**config.mk**
```make
export PLATFORM = sky130hd
export DESIGN_NAME = display_scanner_n_flat
export DESIGN_NICKNAME = d
export VERILOG_FILES = /design/src/rtl/display_scanner_n_if.sv /design/src/rtl/display_scanner_n.sv /design/src/flat_wrapper.sv
export SDC_FILE = /design/constraint.sdc
export NUM_CORES = 1
export LEC_CHECK = 0
export BUFFER_PORTS_ARGS = -buffer_cell sky130_fd_sc_hd__buf_2
export CAP_MARGIN = 20
export CORE_ASPECT_RATIO = 1.75
export CORE_UTILIZATION = 40
export CTS_BUF_LIST = sky130_fd_sc_hd__clkbuf_8
export DETAILED_ROUTE_END_ITERATION = 7
export GPL_ROUTABILITY_DRIVEN = 0
export PLACE_DENSITY_LB_ADDON = 0.08
export SYNTH_ARGS = -nofsm -noshare
export SYNTH_HDL_FRONTEND = slang
export SYNTH_SLANG_ARGS = --single-unit
```
**constraint.sdc**
```tcl
create_clock -name clk -period 8.6 [get_ports clk]
set_clock_uncertainty 0.1 [all_clocks]
set_input_delay 0 -clock clk [delete_from_list [all_inputs] [get_ports clk]]
set_output_delay 0 -clock clk [all_outputs]
set_load 0.01 [all_outputs]
```
**src/rtl/display_scanner_n_if.sv**
```systemverilog
// Bus bundle for the multiplexed 7-segment scanner: capture request, digit data,
// live display controls and the registered drive outputs.
interface display_scanner_n_if #(
   parameter int N_DIGITS = 4
);
   logic                    load;
   logic [4*N_DIGITS-1:0]   codes;
   logic [N_DIGITS-1:0]     dp;
   logic [N_DIGITS-1:0]     blink_mask;
   logic                    lzb;
   logic                    pend;
   logic [7:0]              segmentos;
   logic [N_DIGITS-1:0]     digit_n;

   modport master (
      output load, codes, dp, blink_mask, lzb,
      input  pend, segmentos, digit_n
   );

   modport slave (
      input  load, codes, dp, blink_mask, lzb,
      output pend, segmentos, digit_n
   );
endinterface

```
**src/rtl/display_scanner_n.sv**
```systemverilog
// Time-multiplexed 7-segment scanner with frame-synchronous double buffering,
// leading-zero blanking and per-digit blink. Outputs are active-low.
module display_scanner_n #(
   parameter int N_DIGITS     = 4,
   parameter int DIV          = 50000,
   parameter int BLINK_FRAMES = 64
) (
   input logic                clk,
   input logic                rst_n,
   display_scanner_n_if.slave bus
);
   localparam int PW = $clog2(DIV);
   localparam int IW = (N_DIGITS > 1) ? $clog2(N_DIGITS) : 1;
   localparam int BW = (BLINK_FRAMES > 1) ? $clog2(BLINK_FRAMES) : 1;
   localparam int CW = 4 * N_DIGITS;

   logic [PW-1:0]       r_presc;
   logic [IW-1:0]       r_idx;
   logic [BW-1:0]       r_bcnt;
   logic                r_phase;
   logic                r_pend;
   logic [CW-1:0]       r_sh_codes;
   logic [N_DIGITS-1:0] r_sh_dp;
   logic [CW-1:0]       r_act_codes;
   logic [N_DIGITS-1:0] r_act_dp;
   logic [7:0]          r_seg;
   logic [N_DIGITS-1:0] r_dig;

   logic                w_tick;
   logic                w_frame_end;
   logic [3:0]          w_code;
   logic                w_dp_sel;
   logic                w_bm_sel;
   logic                w_lz_sel;
   logic                w_above_zero;
   logic [N_DIGITS-1:0] w_lz;
   logic [N_DIGITS-1:0] w_sel_n;
   logic                w_blank;

   // Active-high {g,f,e,d,c,b,a}; inverted when driven onto the pins.
   function automatic logic [6:0] f_decode(input logic [3:0] code);
      case (code)
         4'h0:    f_decode = 7'h3F;
         4'h1:    f_decode = 7'h06;
         4'h2:    f_decode = 7'h5B;
         4'h3:    f_decode = 7'h4F;
         4'h4:    f_decode = 7'h66;
         4'h5:    f_decode = 7'h6D;
         4'h6:    f_decode = 7'h7D;
         4'h7:    f_decode = 7'h07;
         4'h8:    f_decode = 7'h7F;
         4'h9:    f_decode = 7'h6F;
         4'hA:    f_decode = 7'h79;
         4'hB:    f_decode = 7'h73;
         4'hC:    f_decode = 7'h54;
         4'hD:    f_decode = 7'h40;
         4'hE:    f_decode = 7'h5C;
         default: f_decode = 7'h00;
      endcase
   endfunction

   assign w_tick      = (r_presc == PW'(DIV - 1));
   assign w_frame_end = w_tick && (r_idx == IW'(N_DIGITS - 1));

   always_ff @(posedge clk or negedge rst_n) begin
      if (!rst_n) begin
         r_presc <= '0;
         r_idx   <= '0;
      end else begin
         r_presc <= w_tick ? '0 : r_presc + 1'b1;
         if (w_tick) r_idx <= w_frame_end ? '0 : r_idx + 1'b1;
      end
   end

   // Shadow takes every load; active only moves at a frame boundary, and a load
   // landing on that same edge stays pending for the next boundary.
   always_ff @(posedge clk or negedge rst_n) begin
      if (!rst_n) begin
         r_pend      <= 1'b0;
         r_sh_codes  <= '1;
         r_sh_dp     <= '0;
         r_act_codes <= '1;
         r_act_dp    <= '0;
      end else begin
         if (bus.load) begin
            r_sh_codes <= bus.codes;
            r_sh_dp    <= bus.dp;
         end
         if (w_frame_end && r_pend) begin
            r_act_codes <= r_sh_codes;
            r_act_dp    <= r_sh_dp;
         end
         if (bus.load)         r_pend <= 1'b1;
         else if (w_frame_end) r_pend <= 1'b0;
      end
   end

   always_ff @(posedge clk or negedge rst_n) begin
      if (!rst_n) begin
         r_bcnt  <= '0;
         r_phase <= 1'b0;
      end else if (w_frame_end) begin
         if (r_bcnt == BW'(BLINK_FRAMES - 1)) begin
            r_bcnt  <= '0;
            r_phase <= ~r_phase;
         end else begin
            r_bcnt <= r_bcnt + 1'b1;
         end
      end
   end

   always_comb begin
      w_code       = 4'hF;
      w_dp_sel     = 1'b0;
      w_bm_sel     = 1'b0;
      w_lz_sel     = 1'b0;
      w_sel_n      = '1;
      w_lz         = '0;
      w_above_zero = 1'b1;
      // A digit is a leading zero when it and every digit above it are zero.
      for (int i = N_DIGITS - 1; i >= 1; i--) begin
         w_lz[i]      = w_above_zero && (r_act_codes[4*i +: 4] == 4'h0);
         w_above_zero = w_lz[i];
      end
      for (int i = 0; i < N_DIGITS; i++) begin
         if (r_idx == IW'(i)) begin
            w_code     = r_act_codes[4*i +: 4];
            w_dp_sel   = r_act_dp[i];
            w_bm_sel   = bus.blink_mask[i];
            w_lz_sel   = w_lz[i];
            w_sel_n[i] = 1'b0;
         end
      end
      w_blank = (bus.lzb && w_lz_sel) || (r_phase && w_bm_sel);
   end

   always_ff @(posedge clk or negedge rst_n) begin
      if (!rst_n) begin
         r_seg <= 8'hFF;
         r_dig <= '1;
      end else begin
         r_seg <= {~(w_dp_sel && !w_blank), ~(w_blank ? 7'h00 : f_decode(w_code))};
         r_dig <= w_sel_n;
      end
   end

   assign bus.pend      = r_pend;
   assign bus.segmentos = r_seg;
   assign bus.digit_n   = r_dig;
endmodule
```
**src/flat_wrapper.sv**
```systemverilog
// flat-port wrapper written by rule: the top's interface ports become plain ports
module display_scanner_n_flat 
#(
   parameter int N_DIGITS     = 4,
   parameter int DIV          = 50000,
   parameter int BLINK_FRAMES = 64
)
  (clk, rst_n, bus_load, bus_codes, bus_dp, bus_blink_mask, bus_lzb, bus_pend, bus_segmentos, bus_digit_n);
  display_scanner_n_if #(.N_DIGITS(N_DIGITS)) bus_i ();
  input logic clk;
  input logic rst_n;
  input wire logic [$bits(bus_i.load)-1:0] bus_load;
  input wire logic [$bits(bus_i.codes)-1:0] bus_codes;
  input wire logic [$bits(bus_i.dp)-1:0] bus_dp;
  input wire logic [$bits(bus_i.blink_mask)-1:0] bus_blink_mask;
  input wire logic [$bits(bus_i.lzb)-1:0] bus_lzb;
  output wire logic [$bits(bus_i.pend)-1:0] bus_pend;
  output wire logic [$bits(bus_i.segmentos)-1:0] bus_segmentos;
  output wire logic [$bits(bus_i.digit_n)-1:0] bus_digit_n;
  assign bus_i.load = bus_load;
  assign bus_i.codes = bus_codes;
  assign bus_i.dp = bus_dp;
  assign bus_i.blink_mask = bus_blink_mask;
  assign bus_i.lzb = bus_lzb;
  assign bus_pend = bus_i.pend;
  assign bus_segmentos = bus_i.segmentos;
  assign bus_digit_n = bus_i.digit_n;
  display_scanner_n #(.N_DIGITS(N_DIGITS), .DIV(DIV), .BLINK_FRAMES(BLINK_FRAMES)) u_core (.clk(clk), .rst_n(rst_n), .bus(bus_i));
endmodule
```
# Yosys cells after proc, flatten, opt, wreduce, memory -nomap -nowiden
# Memory sizes are Yosys's and may differ from the RTL's.
# Cells that the tools add are included.
# word_totals
ff_bits	78
rom_bits	112
inputBits	28
output_inout_bits	13
wordCells	63
mem_count	1
# mem_list
name	words	word_bits	rd	rd_clocked_by_memory_dff	wr	line	rtl
(no name shown)	16	7	1	0	0	display_scanner_n.sv:42	case (code)
# op_classes
add_sub_neg	3
n_eq_ne	5
n_mux	25
bitwise	3
n_reduce_logical	15
# op_table
op	count
1-bit 2-to-1 mux	17
16-bit by 1-bit adder with 16-bit output, second input constant	1
16-bit == test, second input constant	1
16-bit 2-to-1 mux	1
4-bit 2-to-1 mux	4
4-bit zero test	3
1-bit logical AND	7
7-bit 2-to-1 mux	1
7-bit inverter	1
6-bit by 1-bit adder with 6-bit output, second input constant	1
6-bit == test, second input constant	1
6-bit 2-to-1 mux	1
2-bit == test, second input constant	2
2-bit by 1-bit adder with 2-bit output, second input constant	1
2-bit by 1-bit == test with 1-bit output, second input constant	1
2-bit zero test	1
2-bit 2-to-1 mux	1
1-bit inverter	2
2-bit AND reduction	1
2-bit nonzero test	1
1-bit zero test	1
1-bit logical OR	1

# Longest topological paths before layout
# depth
word_depth	11
ltp_mapped	10
depth_no_buf	10

# Worst setup path before layout
# Ideal clock, no wire load.
# synth_timing
kind	reg2reg
startpoint	reg u_core.r_idx[1]
endpoint	reg u_core.r_seg[3] (netlist: u_core.bus.segmentos[3])
arrival_ns	2.553
setup_slack_ns	5.866
path_stages_with_launch	11
period_less_slack_ns	2.734
path_cell_list	dfrtp_1 > inv_1 > ha_1 > nand2b_4 > o22a_1 > a222oi_1 > inv_1 > ha_1 > nor3_1 > a211oi_1 > a211o_1
# synth_via
elab_chain_cells	9
# synth_rtl
element	line	rtl
start, declared	display_scanner_n.sv:18	logic [IW-1:0] r_idx;
start signal, assigned	display_scanner_n.sv:71	if (w_tick) r_idx <= w_frame_end ? '0 : r_idx + 1'b1;
parallel branches: the longest is 7 deep, another holds memory 16 x 7 bit	-	
7-bit 2-to-1 mux *	display_scanner_n.sv:142	r_seg <= {~(w_dp_sel && !w_blank), ~(w_blank ? 7'h00 : f_decode(w_code))};
7-bit inverter *	display_scanner_n.sv:142	
end signal, assigned	display_scanner_n.sv:142	
end, declared	display_scanner_n.sv:26	logic [7:0] r_seg;
# Mark *: on every way between the ends.
# A chain may end at the register's enable or synchronous reset.

# Worst setup path in the final report
# layout_timing
startpoint	reg u_core.r_idx[0]
endpoint	reg u_core.r_seg[3] (netlist: u_core.bus.segmentos[3])
# Same word-level chain as after synthesis.

==> flow_summary_export.csv <==
group,metric,value,unit
grt,track_usage,17.7,%
power_and_ir_drop,total_power,0.000652,W
grt,grt_max_degree,79,
clock_tree,clock-sinks,78,
logic_synthesis,syn_inst,282,
routing,topRoutingLayerUsed,"met4",
cells_and_area,areaGrowthSynthToFinish,18.5,%
critical_path,worstSetupEndpointType,"flop",
logic_synthesis,synthArstFlopShare,100,%
clock_tree,clock_path_buffers,2,
critical_path,crit_top_cell,"ha_1",
routing,wl_per_cell,15.8,um
place,hpwlAfterDp,5.10,mm
routing,wl_met1,3.04,mm
clock_tree,cts_hold_buf,21,
logic_synthesis,synthesis.area,3650,um^2
floorplan,start_util,41.6,%
cells_and_area,layout.nets,387,
place,pre_cts_ws,5.97,ns
routing,ant_nets,0,
logic_synthesis,synth-edff-count,0,
power_and_ir_drop,seqPwrFrac,59.5,%
clock_tree,cts_setup_buffers,0,
routing,viasPerCell,5.05,
routing,met3_length,208,um
power_and_ir_drop,p_sw,0.000150,W
logic_synthesis,ys.flop_type,"dfstp_2",
floorplan,die_area,9530,um^2
timing,rsz0062_at_grt,"false",
worst_hold_path,worst_hold_path_type,"input pin to flop",
logic_synthesis,yosysWarnings,0,
cells_and_area,drive_gt1_share,41.8,%
power_and_ir_drop,switching_share,22.9,%
clock_tree,cts_resized,0,
timing,setup_violations,0,
clock_tree,htreeDepth,3,
timing,final.period_utilization,31.0,%
routing,vias,2368,
power_and_ir_drop,power_frac_clock,35.3,%
clock_tree,cts_buffers,9,
routing,wl,7.41,mm
timing,finalHoldViolations,0,
timing,maxSlewHeadroom,36.2,%
power_and_ir_drop,p_comb_share,5.2,%
power_and_ir_drop,power.density,151,nW/um^2
timing,fmax,375,MHz
cells_and_area,fin_area,4330,um^2
timing,fin_tns_setup,0,ns
routing,drc,0,
job,cap_violations,0,
critical_path,cp_max_fo,13,
logic_synthesis,post_synth.cell_area_avg,13.0,um^2
power_and_ir_drop,p_leak,1.99,nW
logic_synthesis,synth-seq-cells,78,
run_status,outcome,"complete, no violations",
logic_synthesis,synthTopCellsByArea,"dfstp_2 32%, dfrtp_1 23%, mux2_4 8.2%",
clock_tree,clock_latency,0.35,ns
floorplan,io_pins,41,
floorplan,core_area,8780,um^2
power_and_ir_drop,vdd_drop_max,0.0905,mV
floorplan,die_height,128,um
cells_and_area,antennaDiodeCount,0,
critical_path,arrival,2.84,ns
clock_tree,cts_root_buffer,"clkbuf_8",
logic_synthesis,yosysTopAreaCell,"dfstp_2",
critical_path,critPathKind,"flop to flop",
cells_and_area,nFillCells,814,
timing,setup_ws,5.94,ns
timing,worstMarginPinSlew,0.957,ns
critical_path,start_kind,"flop",
power_and_ir_drop,intPower,0.000503,W
logic_synthesis,yosysSeqAreaShare,54.9,%
timing,drv_slew,0,
floorplan,rows,45,
clock_tree,clkTransAtPathRegs,0.08,ns
critical_path,cp_slowest_stage_delay,0.40,ns
critical_path,path_cells,"ha_1 > nor2_1 > o221a_2 > a221o_1 > inv_1 > ha_1 > nor3_1 > a211oi_1 > a211o_1",
routing,drtIter0Drc,116,
logic_synthesis,yosysTopAreaCellShare,31.6,%
clock_tree,cts_tree,"built",
grt,grt_first_pass_wirelength,12.5,mm
place,io_buffer_count,40,
logic_synthesis,ys_types,55,
floorplan,die_w,74.2,um
logic_synthesis,syn-num-nets,322,
routing,dr_wl_met2,4.05,mm
grt,grt_pass1_vias,2571,
critical_path,required,8.78,ns
routing,drt_pass1_iterations,4,
critical_path,cp_slowest_cell,"dfrtp_1",
grt,antenna_found_initial,0,
timing,final.min_clock_period,2.66,ns
place,dpl_cell_area,3960,um^2
cells_and_area,final_util,49.3,%
grt,grt.overflow.total,0,
cells in the final DEF (no fill, tap or decap), drive strengths merged, types with 9 or more instances in the layout:
cell,n
buf,42
clkbuf,9
dfrtp,34
dfstp,44
dlygate4sd3,21
ha,12
inv,14
mux2,41
nand2,12
nand3,11
nor2,21
state kept, by name, summed over array words and instances (netlist names):
signal	cells
u_core.bus.segmentos	8
u_core.r_idx	2
u_core.r_sh_dp	4
u_core.bus.digit_n	4
u_core.r_sh_codes	16
u_core.r_presc	16
u_core.r_phase	1
u_core.r_act_dp	4
u_core.r_act_codes	16
u_core.r_bcnt	6
u_core.bus.pend	1
final timing paths:
| path | from | end | slack [ns] | cells past startpoint |
|---|---|---|---|---|
| worst min register to register | u_core.r_phase | u_core.r_phase | 0.37 | 1 |
| max in group asynchronous | rst_n | u_core.r_idx[1] | 7.54 | 2 |
| min in group asynchronous | rst_n | u_core.r_act_dp[2] | 0.23 | 2 |
| worst max-delay path | u_core.r_idx[0] | u_core.bus.segmentos[3] | 5.94 | 9 |
| worst max register to register | u_core.r_idx[0] | u_core.bus.segmentos[3] | 5.94 | 9 |
| worst min-delay path | bus_load | u_core.bus.pend | 0.08 | 2 |
Yosys cell counts (all sizes together) (5+ instances only):
cell,n
nor2,21
o21ai,8
ha,12
xnor2,8
inv,11
dfstp,44
buf,5
mux2,41
xor2,8
dfrtp,34
nand3,11
nand2,12
routing by layer:
layer  vias up  track usage, %
met3        10            3.76
met4         0            8.32
met2        36            31.4
met5         -               0
li1       1130               -
met1      1192            19.5
area by class of cell:
| cell class | count | area [um^2] | share of cell area [%] |
|---|---|---|---|
| clock buffer | 9 | 124 | 2.86 |
| clock inverter | 7 | 33.8 | 0.780 |
| inverter | 11 | 41.3 | 0.953 |
| multi-input combinational | 184 | 1550 | 35.8 |
| sequential | 78 | 2010 | 46.3 |
| tap | 117 | 146 | 3.38 |
| timing repair buffer | 63 | 428 | 9.88 |
power groups by stage:
stage	logic (W)	clock network, W	registers, W
finish	0.0000336	0.000231	0.000388
global route	0.0000379	0.000257	0.000389
CTS	0.0000347	0.000242	0.000388
detailed placement	0.0000274	0	0.000395
global placement	0.0000270	0	0.000395
floorplan	0.0000123	0	0.000392
metrics by stage:
| step | std cells | hold WS [ns] |
|---|---|---|
| 3_3_place_gp | 432 | 0.124 |
| 2_1_floorplan | 282 | -0.396 |
| 3_5_place_dp | 432 | 0.124 |
| 6_report | 469 | 0.0798 |
| 5_1_grt | 469 | 0.106 |
| 4_1_cts | 469 | 0.0770 |
cell families after synthesis:
logic type,share of synthesized area (%)
compound gates,8.22
flops,54.9
fa+ha+maj,4.11
buf+inv,2.64
mux,15.2
simple gates,11.0
xor+xnor,3.84
critical path: cells and delay by family (launching register included):
kind                     cells  cell delay, ns
flip-flops                   1            0.40
buffers and inverters        1            0.15
adder cells (fa/ha/maj)      2            0.63
AO/OA/AOI/OAI                4            0.79
AND/OR/NAND/NOR              2            0.51
Power figures use the tool's default switching activity.
